<file path="src/rtl/rom_scan_sequencer_if.sv">
// Bundle of the ROM-side and consumer-side signals of rom_scan_sequencer.
//   start, stop, loop_mode : scan control from the host
//   rom_addr / rom_data    : address out to, combinational data back from, the ROM
//   out_data / out_addr    : captured word and its address, qualified by out_valid
//   out_valid / out_ready  : valid-ready handshake toward the consumer
//   busy, done, word_count : scan status
// Modports: master = the sequencer, slave = the host/ROM/consumer side.
interface rom_scan_sequencer_if #(
  parameter int unsigned ADDR_W = 32,
  parameter int unsigned DATA_W = 32
);

  logic              start;
  logic              stop;
  logic              loop_mode;
  logic [ADDR_W-1:0] rom_addr;
  logic [DATA_W-1:0] rom_data;
  logic [DATA_W-1:0] out_data;
  logic [ADDR_W-1:0] out_addr;
  logic              out_valid;
  logic              out_ready;
  logic              busy;
  logic              done;
  logic [15:0]       word_count;

  modport master (
    input  start, stop, loop_mode, rom_data, out_ready,
    output rom_addr, out_data, out_addr, out_valid, busy, done, word_count
  );

  modport slave (
    output start, stop, loop_mode, rom_data, out_ready,
    input  rom_addr, out_data, out_addr, out_valid, busy, done, word_count
  );

endinterface

</file>
<file path="src/rtl/rom_scan_sequencer.sv">
// Walks a ROM from START_ADDR to END_ADDR (inclusive) in STRIDE steps, waits SETTLE
// cycles per address for the ROM to settle, and presents each word on a valid-ready port.
// Ports:
//   clk   : clock, all state updates on its rising edge
//   reset : synchronous active-high reset
//   bus   : rom_scan_sequencer_if.master (control, ROM address/data, output stream, status)
module rom_scan_sequencer #(
  parameter int unsigned       ADDR_W     = 32,
  parameter int unsigned       DATA_W     = 32,
  parameter logic [ADDR_W-1:0] START_ADDR = 32'h00400000,
  parameter logic [ADDR_W-1:0] END_ADDR   = 32'h00400074,
  parameter int unsigned       STRIDE     = 4,
  parameter int unsigned       SETTLE     = 1
) (
  input logic                  clk,
  input logic                  reset,
  rom_scan_sequencer_if.master bus
);

  typedef enum logic [1:0] {StIdle, StSettle, StPresent, StDone} state_e;

  // Address compare is done one bit wider so a carry out reads as "past END_ADDR".
  localparam logic [ADDR_W:0] StrideExt  = (ADDR_W + 1)'(STRIDE);
  localparam logic [ADDR_W:0] EndExt     = {1'b0, END_ADDR};
  localparam logic [3:0]      SettleLast = 4'(SETTLE - 1);

  state_e            state_q;
  logic [3:0]        settle_q;
  logic [ADDR_W-1:0] addr_q;
  logic [DATA_W-1:0] data_q;
  logic [ADDR_W-1:0] oaddr_q;
  logic              valid_q;
  logic              busy_q;
  logic              done_q;
  logic [15:0]       count_q;

  logic [ADDR_W:0]   next_addr;
  logic              next_in_range;

  always_comb begin
    next_addr     = {1'b0, addr_q} + StrideExt;
    next_in_range = (next_addr <= EndExt);
  end

  always_ff @(posedge clk) begin
    if (reset) begin
      state_q  <= StIdle;
      settle_q <= '0;
      addr_q   <= START_ADDR;
      data_q   <= '0;
      oaddr_q  <= '0;
      valid_q  <= 1'b0;
      busy_q   <= 1'b0;
      done_q   <= 1'b0;
      count_q  <= '0;
    end else if (bus.stop) begin
      // Abort wins over start and over a pending handshake; the word is dropped.
      state_q <= StIdle;
      valid_q <= 1'b0;
      busy_q  <= 1'b0;
      done_q  <= 1'b0;
    end else begin
      case (state_q)
        StIdle, StDone: begin
          if (bus.start) begin
            state_q  <= StSettle;
            addr_q   <= START_ADDR;
            settle_q <= '0;
            count_q  <= '0;
            busy_q   <= 1'b1;
            done_q   <= 1'b0;
          end
        end
        StSettle: begin
          if (settle_q == SettleLast) begin
            settle_q <= '0;
            data_q   <= bus.rom_data;
            oaddr_q  <= addr_q;
            valid_q  <= 1'b1;
            state_q  <= StPresent;
          end else begin
            settle_q <= settle_q + 4'd1;
          end
        end
        StPresent: begin
          if (bus.out_ready) begin
            valid_q <= 1'b0;
            count_q <= count_q + 16'd1;
            if (next_in_range) begin
              addr_q  <= next_addr[ADDR_W-1:0];
              state_q <= StSettle;
            end else if (bus.loop_mode) begin
              // loop_mode only matters here, at the last word's handshake.
              addr_q  <= START_ADDR;
              state_q <= StSettle;
            end else begin
              state_q <= StDone;
              busy_q  <= 1'b0;
              done_q  <= 1'b1;
            end
          end
        end
        default: begin
          state_q <= StIdle;
          valid_q <= 1'b0;
          busy_q  <= 1'b0;
          done_q  <= 1'b0;
        end
      endcase
    end
  end

  assign bus.rom_addr   = addr_q;
  assign bus.out_data   = data_q;
  assign bus.out_addr   = oaddr_q;
  assign bus.out_valid  = valid_q;
  assign bus.busy       = busy_q;
  assign bus.done       = done_q;
  assign bus.word_count = count_q;

endmodule

</file>
<file path="src/flat_wrapper.sv">
// flat-port wrapper written by rule: the top's interface ports become plain ports
module rom_scan_sequencer_flat 
#(
  parameter int unsigned       ADDR_W     = 32,
  parameter int unsigned       DATA_W     = 32,
  parameter logic [ADDR_W-1:0] START_ADDR = 32'h00400000,
  parameter logic [ADDR_W-1:0] END_ADDR   = 32'h00400074,
  parameter int unsigned       STRIDE     = 4,
  parameter int unsigned       SETTLE     = 1
)
  (clk, reset, bus_start, bus_stop, bus_loop_mode, bus_rom_data, bus_out_ready, bus_rom_addr, bus_out_data, bus_out_addr, bus_out_valid, bus_busy, bus_done, bus_word_count);
  rom_scan_sequencer_if #(.ADDR_W(ADDR_W), .DATA_W(DATA_W)) bus_i ();
  input logic clk;
  input logic reset;
  input wire logic [$bits(bus_i.start)-1:0] bus_start;
  input wire logic [$bits(bus_i.stop)-1:0] bus_stop;
  input wire logic [$bits(bus_i.loop_mode)-1:0] bus_loop_mode;
  input wire logic [$bits(bus_i.rom_data)-1:0] bus_rom_data;
  input wire logic [$bits(bus_i.out_ready)-1:0] bus_out_ready;
  output wire logic [$bits(bus_i.rom_addr)-1:0] bus_rom_addr;
  output wire logic [$bits(bus_i.out_data)-1:0] bus_out_data;
  output wire logic [$bits(bus_i.out_addr)-1:0] bus_out_addr;
  output wire logic [$bits(bus_i.out_valid)-1:0] bus_out_valid;
  output wire logic [$bits(bus_i.busy)-1:0] bus_busy;
  output wire logic [$bits(bus_i.done)-1:0] bus_done;
  output wire logic [$bits(bus_i.word_count)-1:0] bus_word_count;
  assign bus_i.start = bus_start;
  assign bus_i.stop = bus_stop;
  assign bus_i.loop_mode = bus_loop_mode;
  assign bus_i.rom_data = bus_rom_data;
  assign bus_i.out_ready = bus_out_ready;
  assign bus_rom_addr = bus_i.rom_addr;
  assign bus_out_data = bus_i.out_data;
  assign bus_out_addr = bus_i.out_addr;
  assign bus_out_valid = bus_i.out_valid;
  assign bus_busy = bus_i.busy;
  assign bus_done = bus_i.done;
  assign bus_word_count = bus_i.word_count;
  rom_scan_sequencer #(.ADDR_W(ADDR_W), .DATA_W(DATA_W), .START_ADDR(START_ADDR), .END_ADDR(END_ADDR), .STRIDE(STRIDE), .SETTLE(SETTLE)) u_core (.clk(clk), .reset(reset), .bus(bus_i));
endmodule
</file>
<file path="config.mk">
export PLATFORM = sky130hd
export DESIGN_NAME = rom_scan_sequencer_flat
export DESIGN_NICKNAME = d
export VERILOG_FILES = /design/src/rtl/rom_scan_sequencer_if.sv /design/src/rtl/rom_scan_sequencer.sv /design/src/flat_wrapper.sv
export SDC_FILE = /design/constraint.sdc
export NUM_CORES = 1
export LEC_CHECK = 0
export BUFFER_PORTS_ARGS = -buffer_cell sky130_fd_sc_hd__buf_2
export CORE_UTILIZATION = 52
export CTS_CLUSTER_DIAMETER = 60
export CTS_CLUSTER_SIZE = 25
export DETAILED_ROUTE_END_ITERATION = 7
export GPL_TIMING_DRIVEN = 0
export PLACE_DENSITY = 0.8
export RECOVER_POWER = 100
export REMOVE_ABC_BUFFERS = 1
export SKIP_CTS_REPAIR_TIMING = 1
export SYNTH_ARGS = -nofsm -noshare
export SYNTH_HDL_FRONTEND = slang
export SYNTH_SLANG_ARGS = --single-unit
</file>
<file path="constraint.sdc">
create_clock -name clk -period 5.76 [get_ports clk]
set_clock_uncertainty 0.05 [all_clocks]
set_input_delay 1.152 -clock clk [delete_from_list [all_inputs] [get_ports clk]]
set_output_delay 1.152 -clock clk [all_outputs]
set_load 0.02 [all_outputs]
</file>
==> metrics.csv <==
stage,metric,value,unit
drt,"wirelength, routed",13.4,mm
logic_synthesis,Synth area leaders,"dfxtp_1 (43%), nand2_1 (11%), a21oi_1 (7.1%)",
clock_network,CTS buffer count,17,
layout,Layout Nets,862,
critical_path,critical path required time,6110,ps
critical_path,crit path to,u_core.bus.rom_addr[10],
critical_path,reg2reg end,u_core.bus.rom_addr[22],
timing,Final period util,0.804,
logic_synthesis,sequential element share of the synthesized area,0.429,
power_and_ir_drop,PwrDens,298,mW/mm2
timing,Final Hold Vio Count,0,
timing,Worst Max-Slew Pin Slew,3280,ps
logic_synthesis,share of the synthesized area in the top cell type,0.429,
layout,fin area,0.00667,mm2
drt,remaining antenna violation count after routing,0,
layout,area grow syn2layout,22.4,%
power_and_ir_drop,worst ir drop on vdd,0.164,mV
placed_design,# port buffers,148,
floorplanning,initial core utilization,0.533,
placed_design,hpwl dp,9.46,mm
layout,# diodes,0,
logic_synthesis,most common cell in the netlist,nand2_1,
logic_synthesis,Post-Syn Area per Cell,7.90,um2
timing,Final Critical Period,4630,ps
critical_path,reg2reg setup slack,1620,ps
global_routing,initial antenna violation count,0,
placed_design,Post-DP Area,0.00620,mm2
floorplanning,die area,0.0109,mm2
hold_path,worst hold path class,flop to flop,
global_routing,largest net degree at the start of global routing,76,
power_and_ir_drop,Overall Power,1.99,mW
drt,vias per inst,5.42,
clock_network,CTS tree,built,
floorplanning,Die Width,104,um
logic_synthesis,leading area contributor after synthesis,dfxtp_1,
logic_synthesis,Commonest cells post-synth,"nand2_1 (162), dfxtp_1 (117), a21oi_1 (77)",
logic_synthesis,Post-Syn Area,0.00545,mm2
placed_design,GPL Wtd Cong,0.894,
floorplanning,num rows,37,
drt,DR iter-0 viols,397,
layout,share of layout cells above drive strength 1,0.106,
critical_path,WS Path Type,input port to flop,
timing,Max Freq,0.216,GHz
outcome,failing checks,"max-capacitance violations, max-slew violations",
critical_path,crit path from,reset,
logic_synthesis,Main synth FF type,dfxtp_1,
logic_synthesis,Mapped Cells,690,
drt,DRT Pass-1 Iters,6,
logic_synthesis,warnings from Yosys,0,
layout,"non-filler cells, final",965,
critical_path,Worst Path Arrival,4980,ps
global_routing,Total GRT Usage,0.246,
logic_synthesis,ys async rst share,0,
outcome,outcome,"complete, but fails checks",
floorplanning,core area,0.0102,mm2
drt,drt wl/cell,13.9,um
critical_path,R2R Path Start,u_core.bus.rom_addr[2],
logic_synthesis,"EDFF count, synth",0,
clock_network,H-tree depth,4,
floorplanning,Die Ht,104,um
timing,Final setup viols,0,
critical_path,Worst setup EP type,flop,
placed_design,placed cells,933,
power_and_ir_drop,LEAKAGE,2.47,nW
clock_network,Clock Latency Late Sink,510,ps
logic_synthesis,Seq cells post-synth,117,
global_routing,first-pass GRT wire length,21.9,mm
global_routing,Overflow after GRT,0,
clock_network,root buf cell,clkbuf_8,
clock_network,Clock Path Buffers,2,
critical_path,"Max FO, Critical Path",75,
drt,DRC viols,0,
flow_run,Max-Cap Viols,1,
timing,Max-slew headroom,-1.19,
clock_network,clock slew at reported path FFs,50,ps
logic_synthesis,synth unique cells,64,
drt,via count,5228,
critical_path,r2r worst-path depth,9,
timing,Final Slew Violations,76,
global_routing,vias in the first global route,4794,
critical_path,Startpoint Class,input port,
timing,unrepaired setup endpoints after global routing,no,
clock_network,Sink Count,117,
floorplanning,I/O pin count,153,
## power by group
| part | switching [mW] | total [mW] | leakage [nW] | internal [mW] |
|---|---|---|---|---|
| clock network | 0.349 | 1.08 | 0.306 | 0.734 |
| logic | 0.0578 | 0.0827 | 1.22 | 0.0249 |
| registers | 0.00436 | 0.822 | 0.944 | 0.818 |
## per-stage QoR
| stage | setup TNS (ps) | utilization | hold slack [ps] | setup WS (ps) |
|---|---|---|---|---|
| finish | 0 | 0.652 | 403 | 1130 |
| global route | 0 | 0.652 | 425 | 743 |
| CTS | 0 | 0.666 | 401 | 1650 |
| detailed placement | 0 | 0.606 | 393 | 1660 |
| global placement | -55280 | 0.599 | 389 | -1120 |
| floorplan | 0 | - | 413 | 1100 |
## registers in the layout, indices dropped and copies added (netlist names)
signal and count:
u_core.settle_q 4, u_core.bus.word_count 16, u_core.bus.done 1, u_core.bus.rom_addr 30, u_core.bus.busy 1, u_core.bus.out_valid 1
u_core.state_q 2, u_core.bus.out_data 32, u_core.bus.out_addr 30
## worst min path at each step
stage | start | to | slack, ps | cells past startpoint
floorplan | u_core.state_q[1] | u_core.state_q[1] | 410 | 2
global placement | u_core.bus.out_data[20] | u_core.bus.out_data[20] | 390 | 2
detailed placement | u_core.bus.out_addr[26] | u_core.bus.out_addr[26] | 390 | 2
CTS | u_core.bus.out_addr[26] | u_core.bus.out_addr[26] | 400 | 2
global route | u_core.bus.out_addr[24] | u_core.bus.out_addr[24] | 420 | 2
finish | u_core.bus.out_addr[26] | u_core.bus.out_addr[26] | 400 | 2
## final cells by class
class | instances | area, um2
clock buffer | 23 | 467
clock inverter | 9 | 149
fill | 930 | 3560
inverter | 14 | 52.6
multi-input combinational | 513 | 2840
sequential | 117 | 2340
tap | 136 | 170
timing repair buffer | 153 | 658
## placed cells by master, fill, tap and decap left out, drive strengths merged, types with 7 or more instances in the layout
master  count
nand4      11
xor2       15
and2       11
a21oi      77
nand2     162
buf        41
or3         7
nand2b     13
nand3      23
nor2       41
and3       12
o21ai      16
ha          8
nor3        8
nor4        8
clkbuf    135
a21o       18
dfxtp     117
o22ai      13
inv        14
## worst max-delay path, cell delays in order
cell and delay, ps:
clkbuf_1 2260, nor2b_1 250, and3_1 350, nand4_1 570, o22ai_1 190, a21o_1 180
## logic make-up after synthesis
logic type	count (synthesis)	share of synthesized area
compound gates	157	0.176
xor+xnor	20	0.0321
fa+ha+maj	8	0.0184
buf+inv	63	0.0541
flops	117	0.429
mux	2	0.00390
other cells	1	0.000688
simple gates	322	0.285
## layer usage
metal	GRT usage	share of wire	up-vias
met5	0	0	-
met4	0.0990	0.011	0
met3	0.0627	0.059	17
met2	0.415	0.48	187
met1	0.297	0.45	2396
li1	-	-	2628
Power figures use the tool's default switching activity.
